File: src/rtl/wptr_full_gray.sv
// Write-domain pointer and full-flag logic for an asynchronous FIFO.
// Optional macro WPTR_ALMOST_FULL_EN adds wlevel and walmost_full outputs.
module wptr_full_gray #(
    parameter int ASIZE     = 4,
    parameter int AF_THRESH = (1 << ASIZE) - 2
) (
    input  logic             clk,
    input  logic             rst_n,
    input  logic             winc,
    input  logic [ASIZE:0]   rptr_gray,
    output logic [ASIZE-1:0] waddr,
    output logic [ASIZE:0]   wptr_gray,
    output logic             wfull
`ifdef WPTR_ALMOST_FULL_EN
    ,
    output logic [ASIZE:0]   wlevel,
    output logic             walmost_full
`endif
);

    if (ASIZE < 2) begin : g_bad_asize
        $error("wptr_full_gray: ASIZE must be at least 2");
    end
    if (AF_THRESH < 0 || AF_THRESH > (1 << ASIZE)) begin : g_bad_thresh
        $error("wptr_full_gray: AF_THRESH out of range");
    end

    logic [ASIZE:0] rq1;
    logic [ASIZE:0] rq2;
    logic [ASIZE:0] wbin;
    logic [ASIZE:0] wbin_next;
    logic [ASIZE:0] wgray_next;
    logic [ASIZE:0] full_cmp;
    logic           push;
    logic           wfull_next;

    // Plain two-flop synchronizer; nothing may sit between the stages.
    always_ff @(posedge clk or negedge rst_n) begin
        if (!rst_n) begin
            rq1 <= '0;
            rq2 <= '0;
        end else begin
            rq1 <= rptr_gray;
            rq2 <= rq1;
        end
    end

    always_comb begin
        push       = winc & ~wfull;
        wbin_next  = wbin + (ASIZE+1)'(push);
        wgray_next = (wbin_next >> 1) ^ wbin_next;
        full_cmp   = {~rq2[ASIZE:ASIZE-1], rq2[ASIZE-2:0]};
        wfull_next = (wgray_next == full_cmp);
    end

    always_ff @(posedge clk or negedge rst_n) begin
        if (!rst_n) begin
            wbin      <= '0;
            wptr_gray <= '0;
            wfull     <= 1'b0;
        end else begin
            wbin      <= wbin_next;
            wptr_gray <= wgray_next;
            wfull     <= wfull_next;
        end
    end

    assign waddr = wbin[ASIZE-1:0];

`ifdef WPTR_ALMOST_FULL_EN
    logic [ASIZE:0] rbin;
    logic [ASIZE:0] level_next;
    logic           acc;

    // Gray to binary: running XOR from the MSB downwards.
    always_comb begin
        rbin = '0;
        acc  = 1'b0;
        for (int i = ASIZE; i >= 0; i--) begin
            acc     = acc ^ rq2[i];
            rbin[i] = acc;
        end
        level_next = wbin_next - rbin;
    end

    always_ff @(posedge clk or negedge rst_n) begin
        if (!rst_n) begin
            wlevel       <= '0;
            walmost_full <= 1'b0;
        end else begin
            wlevel       <= level_next;
            walmost_full <= (level_next >= (ASIZE+1)'(AF_THRESH));
        end
    end
`endif

endmodule

File: config.mk
export PLATFORM = sky130hd
export DESIGN_NAME = wptr_full_gray
export DESIGN_NICKNAME = d
export VERILOG_FILES = /design/src/rtl/wptr_full_gray.sv
export SDC_FILE = /design/constraint.sdc
export NUM_CORES = 1
export LEC_CHECK = 0
export CORE_ASPECT_RATIO = 1.25
export CORE_UTILIZATION = 35
export CTS_BUF_LIST = sky130_fd_sc_hd__clkbuf_4 sky130_fd_sc_hd__clkbuf_8
export CTS_CLUSTER_SIZE = 10
export DETAILED_ROUTE_END_ITERATION = 16
export PLACE_DENSITY = 0.63
export SLEW_MARGIN = 40
export SYNTH_ARGS = -nofsm -noshare
export SYNTH_HDL_FRONTEND = slang
export SYNTH_SLANG_ARGS = --single-unit
export TNS_END_PERCENT = 10
File: constraint.sdc
create_clock -name clk -period 2.6 [get_ports clk]
set_input_delay 0.52 -clock clk [delete_from_list [all_inputs] [get_ports clk]]
set_output_delay 0.52 -clock clk [all_outputs]
set_load 0.02 [all_outputs]
==> flow_summary.ini <==
[run_status]
status = complete, but fails checks
violations = DRC

[cells_and_area]
drive_gt1_frac = 0.139
nFillCells = 170
fin_nets = 91
diodes = 0
stdcell_area_mm2 = 0.00102
syn_to_final_growth_pct = 34.9

[setup_path]
worstPathMaxFanout = 3
rr_startpoint = wfull
cp-start-kind = input port
criticalPathCategory = in -> reg
arrival_ps = 2590
reg2reg_slack_ps = 520
reg2regPathDepth = 8
r2r-end = wfull
critPathRequiredTime_ps = 2820
cp-end-kind = flop

[synthesis]
syn_avg_cell_area_um2 = 14.2
ys_types = 22
synth_edf_count = 0
yosysSeqAreaShare = 0.664
synth_nets = 63
async_flop_share = 1.00
yosysWarnings = 0
ys_ff_latch = 20
syn_inst = 53
ys.flop_type = dfrtp_1
syn-cell-area_um2 = 753

[placement]
dpl-instance-area_um2 = 993
dpl_worst_slack_ps = -77.5
gp_congestion = 0.662
post-dp-hpwl_um = 815
place.port_buffers = 17

[die]
row_count = 18
coreArea_mm2 = 0.00200
start_util = 0.376
die_w_um = 43.5
die_height_um = 53.9
die_area_mm2 = 0.00234
io-pin-count = 18

[clock_network]
tritoncts = yes
cts_buffers = 3
clock_latency_ps = 290
cts-resized-gates = 0
clockBufferDepth = 2
cts.sinks = 20
clockRootBuffer = clkbuf_4
htreeDepth = 1
cts_setup_buffers = 0
ctsHoldBuffers = 0
clk_pin_slew_ps = 90

[detailed_routing]
route.detailed.drc = 2
first_iter_violations = 3
drt-total-wl_mm = 1.12
vias = 483
ant_nets = 0
avgRoutedWirePerCell_um = 11.3
viasPerCell = 4.88
dr.pass1.iters = 10

[global_routing]
grt_pass1_vias = 486
antenna_found_initial = 0
grt_pass1_wl_mm = 1.97
grt_use_total = 0.123
grt_max_degree = 21
grt.overflow.total = 0

[timing]
finalCriticalPeriod_ps = 2380
layout_setup_ws_ps = 225
setup_viol = 0
fin_skew_ps = 9.54
grt_setup_unrepaired = no
tightest_slew_ps = 369
hold_violations = 0
maxSlewHeadroom = 0.753
slew_violations = 0
finalCritPeriodShare = 0.914
clock.fmax_ghz = 0.421

[power_and_ir_drop]
power.density_mw_per_mm2 = 1230
p_total_mw = 1.25
ir_drop_v = 0.000564
p_leak_nw = 0.440

[min_path]
hold_path_depth = 0
hold_end = rq2[3]
min-delay-start = rq1[3]
holdCritPathClass = reg -> reg

[flow_run]
drv_cap = 0
[registers in the layout, summed over array words and instances, names as in the netlist]
name       flops
rq2            5
wbin           5
wptr_gray      4
wfull          1
rq1            5
[cell families (layout without fill, tap and decap cells)]
family                     after synthesis  count (layout)  share of synthesized area
AOI/OAI and AO/OA                        8               8                     0.0747
DFF                                     20              20                      0.664
muxes                                    1               1                     0.0133
buffers and inverters                    1              27                    0.00498
and+or+nand+nor                         11              11                     0.0930
xor gates and xnor gates                10              10                      0.116
adders and majority gates                2               2                     0.0332
[cell usage in the layout, fill, tap and decap left out, types with 2 or more instances in the layout]
cell type         n
dfrtp_1          20
clkdlybuf4s50_1  17
xor2_1            6
buf_4             6
xnor2_1           4
clkbuf_4          3
nand3_1           2
a21boi_0          2
nand3b_1          2
ha_1              2
[worst max-delay path, cell delays in order]
cell             delay, ps
clkdlybuf4s50_1        450
nor2b_1                140
ha_1                   180
ha_1                   180
and4b_1                190
o21a_1                 160
or3_1                  330
a211o_1                310
a21oi_2                130
[routing by layer]
metal | wire length [um] | vias up | track usage
met5 | 0 | - | 0
met1 | 480 | 233 | 0.139
met4 | 19 | 0 | 0.109
li1 | - | 234 | -
met2 | 570 | 14 | 0.202
met3 | 46 | 2 | 0.0201
[synth_stat cells, types with 2 or more instances]
cell type  instances  area [um^2]
a21boi_0           2         15.0
dfrtp_1           20          500
ha_1               2         25.0
nand3_1            2         10.0
nand3b_1           2         15.0
xnor2_1            4         35.0
xor2_1             6         52.6
[cell type report]
type,count,area [um^2],share of cell area
Inverter,1,3.75,0.00369
Multi-Input combinational cell,32,249,0.245
Sequential cell,20,500,0.493
Clock buffer,3,22.5,0.0222
Timing Repair Buffer,23,215,0.212
Tap cell,20,25.0,0.0246
[worst max path at each step]
stage,start,to,slack (ps),cells past startpoint
2_1_floorplan,winc,wfull,390,8
3_3_place_gp,winc,wfull,-50,9
3_5_place_dp,winc,wfull,-80,9
4_1_cts,winc,wfull,220,9
5_1_grt,winc,wfull,130,9
6_report,winc,wfull,220,9
[per-stage QoR]
step,util,cells,hold slack (ps),setup TNS [ps]
after CTS,0.507,99,359,0
final,0.507,99,356,0
after global placement,0.496,96,332,-52.2
after global routing,0.507,99,369,0
after detailed placement,0.496,96,336,-77.5
after floorplan,-,53,224,0
[power by group]
| part | switching (mW) | total [mW] | internal, mW |
|---|---|---|---|
| Sequential | 0.0625 | 0.464 | 0.401 |
| Clock | 0.0834 | 0.137 | 0.0538 |
| Combinational | 0.310 | 0.645 | 0.335 |
| Total | 0.456 | 1.25 | 0.789 |
No activity file was read; power rests on OpenSTA's default activity.
